===== src/rtl/mem_lsu.sv =====
// Memory-access stage: splits RV32 loads/stores into BEAT_BYTES-wide beats,
// runs a one-beat-at-a-time request/response handshake, and assembles load results.
module mem_lsu #(
  parameter int BEAT_BYTES = 1,
  parameter int ADDR_W     = 32
) (
  input  logic                    clk,
  input  logic                    rst,
  input  logic [4:0]              wd_i,
  input  logic                    wreg_i,
  input  logic [31:0]             wdata_i,
  input  logic [ADDR_W-1:0]       mem_addr_i,
  input  logic [9:0]              opcode_i,
  input  logic [6:0]              stall_sign,
  output logic [4:0]              wd_o,
  output logic                    wreg_o,
  output logic [31:0]             wdata_o,
  output logic                    mem_stall_request,
  output logic                    mem_req_valid,
  input  logic                    mem_req_ready,
  output logic                    mem_we,
  output logic [ADDR_W-1:0]       mem_addr,
  output logic [8*BEAT_BYTES-1:0] mem_wdata,
  output logic [BEAT_BYTES-1:0]   mem_wmask,
  input  logic                    mem_rvalid,
  input  logic [8*BEAT_BYTES-1:0] mem_rdata
);

  localparam int LANE_W = 8 * BEAT_BYTES;
  localparam int BB_LOG = $clog2(BEAT_BYTES);
  localparam logic [6:0] OP_LOAD  = 7'b0000011;
  localparam logic [6:0] OP_STORE = 7'b0100011;

  typedef enum logic [1:0] {S_IDLE, S_REQ, S_WAIT, S_DONE} state_e;

  state_e              state_q, state_d;
  logic [2:0]          beat_q, beat_d;
  logic                done_q, done_d;
  logic [31:0]         buf_q, buf_d;
  logic [4:0]          wd_q;
  logic                wreg_q;
  logic [31:0]         wdata_q;
  logic                we_q;
  logic [ADDR_W-1:0]   addr_q;
  logic [LANE_W-1:0]   bwdata_q;
  logic [BEAT_BYTES-1:0] wmask_q;

  logic                freeze;
  logic [2:0]          funct3;
  logic                is_load, is_store, is_mem;
  logic [2:0]          size, nbeats, beat_sel;
  logic [3:0]          beat_span, byte_off;
  logic [31:0]         wshift, load_ext;
  logic [ADDR_W-1:0]   addr_nxt;
  logic [LANE_W-1:0]   wdata_nxt;
  logic [BEAT_BYTES-1:0] mask_nxt;
  logic                load_beat;
  logic                unused_stall;

  assign freeze       = stall_sign[6];
  assign unused_stall = ^stall_sign[5:0];
  assign funct3       = opcode_i[9:7];
  assign is_load      = (opcode_i[6:0] == OP_LOAD);
  assign is_store     = (opcode_i[6:0] == OP_STORE);
  assign is_mem       = is_load | is_store;

  // Request fields are built for the beat about to be issued: beat 0 from IDLE,
  // the following beat when leaving WAIT.
  always_comb begin
    case (funct3[1:0])
      2'b00:   size = 3'd1;
      2'b01:   size = 3'd2;
      default: size = 3'd4;
    endcase
    beat_span = {1'b0, size} + 4'(BEAT_BYTES - 1);
    nbeats    = 3'(beat_span >> BB_LOG);
    beat_sel  = (state_q == S_WAIT) ? beat_q + 3'd1 : 3'd0;
    byte_off  = {1'b0, beat_sel} << BB_LOG;
    addr_nxt  = mem_addr_i + ADDR_W'(byte_off);
    wshift    = wdata_i >> {byte_off, 3'b000};
    wdata_nxt = wshift[LANE_W-1:0];
    for (int j = 0; j < BEAT_BYTES; j++) begin
      mask_nxt[j] = (int'(byte_off) + j) < int'(size);
    end
  end

  always_comb begin
    case (funct3)
      3'b000:  load_ext = {{24{buf_q[7]}}, buf_q[7:0]};
      3'b001:  load_ext = {{16{buf_q[15]}}, buf_q[15:0]};
      3'b100:  load_ext = {24'b0, buf_q[7:0]};
      3'b101:  load_ext = {16'b0, buf_q[15:0]};
      default: load_ext = buf_q;
    endcase
  end

  // NOTE: every always_comb output gets a default before any branch; a path that
  // leaves one unassigned would infer a latch.
  always_comb begin
    state_d   = state_q;
    beat_d    = beat_q;
    done_d    = done_q;
    buf_d     = buf_q;
    load_beat = 1'b0;
    if (done_q && !freeze) done_d = 1'b0;
    case (state_q)
      S_IDLE: if (is_mem && !done_q && !freeze) begin
        state_d   = S_REQ;
        beat_d    = 3'd0;
        load_beat = 1'b1;
      end
      S_REQ: if (mem_req_ready) state_d = S_WAIT;
      S_WAIT: if (mem_rvalid) begin
        for (int i = 0; i < 4; i++) begin
          if ((i >> BB_LOG) == int'(beat_q) && i < int'(size)) begin
            buf_d[8*i +: 8] = mem_rdata[8*(i % BEAT_BYTES) +: 8];
          end
        end
        if (beat_q == nbeats - 3'd1) begin
          state_d = S_DONE;
        end else begin
          beat_d    = beat_q + 3'd1;
          state_d   = S_REQ;
          load_beat = 1'b1;
        end
      end
      S_DONE: if (!freeze) begin
        state_d = S_IDLE;
        done_d  = 1'b1;
      end
      default: state_d = S_IDLE;
    endcase
  end

  // NOTE: state registers use non-blocking assignments so every flop samples
  // pre-edge values regardless of statement order.
  always_ff @(posedge clk) begin
    if (!rst) begin
      state_q  <= S_IDLE;
      beat_q   <= 3'd0;
      done_q   <= 1'b0;
      buf_q    <= 32'd0;
      wd_q     <= 5'd0;
      wreg_q   <= 1'b0;
      wdata_q  <= 32'd0;
      we_q     <= 1'b0;
      addr_q   <= '0;
      bwdata_q <= '0;
      wmask_q  <= '0;
    end else begin
      state_q <= state_d;
      beat_q  <= beat_d;
      done_q  <= done_d;
      buf_q   <= buf_d;
      if (load_beat) begin
        we_q     <= is_store;
        addr_q   <= addr_nxt;
        bwdata_q <= wdata_nxt;
        wmask_q  <= mask_nxt;
      end
      if (!freeze) begin
        wd_q   <= wd_i;
        wreg_q <= wreg_i;
        if (!is_mem)                wdata_q <= wdata_i;
        else if (state_q == S_DONE) wdata_q <= is_load ? load_ext : wdata_i;
      end
    end
  end

  assign wd_o              = wd_q;
  assign wreg_o            = wreg_q;
  assign wdata_o           = wdata_q;
  assign mem_stall_request = rst & is_mem & ~done_q;
  assign mem_req_valid     = (state_q == S_REQ);
  assign mem_we            = we_q;
  assign mem_addr          = addr_q;
  assign mem_wdata         = bwdata_q;
  assign mem_wmask         = wmask_q;

endmodule

===== config.mk =====
export PLATFORM = sky130hd
export DESIGN_NAME = mem_lsu
export DESIGN_NICKNAME = d
export VERILOG_FILES = /design/src/rtl/mem_lsu.sv
export SDC_FILE = /design/constraint.sdc
export NUM_CORES = 1
export LEC_CHECK = 0
export ABC_AREA = 1
export CORE_AREA = 2 2 159 114
export CTS_CLUSTER_DIAMETER = 100
export CTS_CLUSTER_SIZE = 20
export DETAILED_ROUTE_END_ITERATION = 10
export DIE_AREA = 0 0 161 116
export GPL_TIMING_DRIVEN = 0
export PLACE_DENSITY = 0.68
export SLEW_MARGIN = 20
export SYNTH_ARGS = -nofsm -noshare
export SYNTH_HDL_FRONTEND = slang
export SYNTH_SLANG_ARGS = --single-unit
export TNS_END_PERCENT = 50

===== constraint.sdc =====
create_clock -name clk -period 2.82 [get_ports clk]
set_clock_uncertainty 0.05 [all_clocks]
set_input_delay 0.423 -clock clk [delete_from_list [all_inputs] [get_ports clk]]
set_output_delay 0.423 -clock clk [all_outputs]
set_load 0.05 [all_outputs]

==> results list <==
* Result of the run: completed
- Final WL: 23840 um
- GRT Resource Usage Total: 25.66%
* Mapped Nets: 1068
* Total power divided by cell area: 534.7 nW/um^2
- After synthesis, the netlist uses 42 different library cells.
- For this run, the top clock speed supported by timing is 381.1 MHz.
- Standard cell core area: 17020 sq um
* Placed Cells incl. Taps: 1362
* Post-detailed-route wirelength per cell: 17.09 um
* Synthesized area per cell: 6.672 sq um
- In this run, the clock network consumes 50.7% of the power.
* Final Hold Slack: 0.2619 ns
- DRC violations left: 0
* Leading cell types in the layout, fill and taps excluded: nand2_1 (203), clkdlybuf4s50_1 (171), nor2_1 (137), dfxtp_1 (116), inv_1 (113)
- The via count of the first global-routing pass was 6411.
- From synthesis to final layout, the design area changed by 42.43%.
* Count of buffers inserted at the top-level ports: 172
- Sinks on the clock net: 118
* Final hold violations: 0
- STA puts the critical path data required time at 2.35 ns.
* Max Slew Vio Count: 0
- Setup TNS: 0 ns
- Clk pin slew, worst setup/hold paths: 0.06 ns
* Antenna violations before repair: 1
- Final setup violation count: 0
* Std-Cell Rows: 40
- Number of I/O pins: 181
* Pin count of the biggest net entering global routing: 17
- Ordered list of cells on the worst path: inv_2 > nor2_1 > clkdlybuf4s50_1
- Filler cell count in the final layout: 1687
- In the final layout, the multi-input gates occupy 3382 sq um.
* Die outline area: 18680 sq um
* Worst Setup Path Type: flip-flop to output port
- The worst setup path is launched from a flip-flop.
- The clock period could shrink to 2.624 ns.
- Setup repair after global routing left no endpoint under its margin.
- Of all nets on the critical path, the largest fanout is 5.
* Met3 layer usage reported by global route: 9.091%
- First-pass detailed-route iteration total: 6
- Met2 Track Usage GR: 34.02%
* Peak supply drop: 430.1 uV
- The detail route stage leaves a number of antenna-violating nets equal to 0.
- The first routing iteration left 703 violations.
- Number of H-tree levels: 4
* Via density per instance: 5.104
- Yosys printed 0 warnings.
* Most Crowded Layer GR: met1
- Synthesis inferred 118 register bits.
- The analysis attributes to net switching a power of 0.001304 W.
- Registers take 2365 sq um.
* Count of hold buffers inserted by post-cts repair: 0
- Leakage power summed over all cells: 3.898 nW
- Final worst-path cycle share: 93.04%
- Worst Path Arrival: 2.15 ns
- Leading cell type in the layout, fill and taps excluded: nand2_1
- Summed over all nets, the half-perimeter wirelength after detailed placement is 18700 um.
* DR vias: 7120
- Kind of end point of the critical path: output port
* Filler-free cell count of the finished design: 1395
- Max-cap violation count: 0
* Maximum single-stage delay on the critical path: 0.89 ns
- Starting density of the core: 37.60%
* Combinational share of power: 13.7%
* Total congestion overflow after global routing: 0
- Root Driver: clkbuf_16
- Number of antenna repair diodes: 0
* Area of the mapped netlist: 6399 sq um
* Weighted congestion at the end of routability-driven global placement: 1.004
- Clock tree from TritonCTS: built
- Vertical die dimension: 116 um
- Slowest cell on crit path: clkdlybuf4s50_1
- The internal power of the cells totals 0.003568 W.
- Clock latency on the worst-skew pair, taken at its later pin, is 0.43 ns.
- Slew @ Worst Pin: 0.6135 ns
- In this run switching power makes up 26.77% of total power.
* Class of the tightest hold or removal check: primary input to flip-flop
- NumNets Final: 1260
- Sequential cells account for 35.6% of the total power.
- In the synthesized netlist, the number of instances is 959.
- In this run the tightest slew margin relative to its limit is 59.10%.
* Seq/Total Area, Yosys: 36.92%
- Number of buffers between clock root and the deepest sink: 2
* Share of final-layout standard cells stronger than drive strength 1: 7.216%
- Measured along the x axis, the die boundary spans 161 um.
- Met1 Use GR: 38.65%
- The first global-routing pass estimated 36310 um of wire.
- CTS buffer count: 17
==> metrics by stage <==
stage / power [W] / worst slack (ns) / instance area, sq um / utilization (%)
2_1_floorplan: 0.002098 / 0.5080 / 6399 / -
3_3_place_gp: 0.002427 / -0.08428 / 8409 / 49.42
3_5_place_dp: 0.002426 / -0.1096 / 8409 / 49.42
4_1_cts: 0.004873 / 0.06335 / 9071 / 53.31
5_1_grt: 0.005003 / 0.01379 / 9114 / 53.56
6_report: 0.004873 / 0.1963 / 9114 / 53.56
==> flip-flops by register name (all words and copies together), names as in the netlist, named ones only <==
name	cells
mem_wmask	1
beat_q	3
mem_addr	32
mem_we	1
wdata_o	32
wd_o	5
buf_q	32
wreg_o	1
state_q	2
mem_wdata	8
==> worst max-delay path, delay by kind of cell, from the launching register on <==
family,cells,cell delay (ns)
buffers and inverters,2,1.02
flip-flops,1,0.45
AND/OR/NAND/NOR,1,0.26
==> worst paths after layout <==
path	from	end	slack, ns	cells past startpoint
setup / recovery	state_q[0]	mem_req_valid	0.20	3
hold / removal	stall_sign[6]	flip-flop	0.26	3
setup reg to reg	beat_q[0]	mem_addr[24]	0.24	17
hold reg to reg	mem_we	mem_we	0.41	2
==> synthesized netlist by cell type, drive strengths merged <==
master	count	area share [%]
dfxtp	118	37
nor3b	2	0.23
nor2	142	8.6
nor3	10	0.86
o22ai	8	0.78
clkinv	2	0.12
buf	25	2.7
o211ai	14	1.6
a31oi	8	0.78
o21ai	112	8.8
xnor2	5	0.68
clkbuf	17	1.0
nor4	2	0.43
and2	1	0.14
nand2	211	13
a21oi	45	3.6
inv	117	6.9
nand3	61	4.8
o21bai	5	0.65
xor2	9	1.2
nand3b	16	1.9
nand4	18	2.3
or2	1	0.098
ha	10	2.0
==> logic make-up (layout without fill, tap and decap cells) <==
family	Yosys count	count (layout)	synth area share, %
AOI/OAI and AO/OA	192	192	16.19
DFF	118	118	36.92
xor gates and xnor gates	14	14	1.916
adders and majority gates	10	10	1.955
and+or+nand+nor	464	464	32.32
buffers and inverters	161	366	10.70
==> power by group through the flow <==
stage | clock network (W) | logic, W | registers [W]
2_1_floorplan | 0 | 0.000183 | 0.00192
3_3_place_gp | 0 | 0.000657 | 0.00177
3_5_place_dp | 0 | 0.000656 | 0.00177
4_1_cts | 0.00248 | 0.000659 | 0.00173
5_1_grt | 0.00256 | 0.000708 | 0.00174
6_report | 0.00247 | 0.000669 | 0.00173
==> timing repair <==
item,CTS,global route
gates resized for setup,1,8
setup endpoints to repair,1,16
buffers inserted,0,1
pin swaps,0,1
cloned,0,0
endpoints found under the hold margin,0,0
==> final cells by class <==
| class | count | share of cell area [%] |
|---|---|---|
| repair buffers | 173 | 18.96 |
| flip-flops and latches | 118 | 25.95 |
| clock inverters | 14 | 2.457 |
| clock buffers | 18 | 4.819 |
| well taps | 231 | 3.171 |
| plain buffers | 42 | 2.608 |
| multi-input cells | 680 | 37.11 |
| inverters | 119 | 4.929 |
==> metal layers <==
metal  vias up  share of wire (%)
met5         -                  0
met4         0                1.2
met3        26                 10
met2       298                 37
met1      3285                 51
li1       3511                  -
Note: power is estimated with default switching activity, not from simulation.
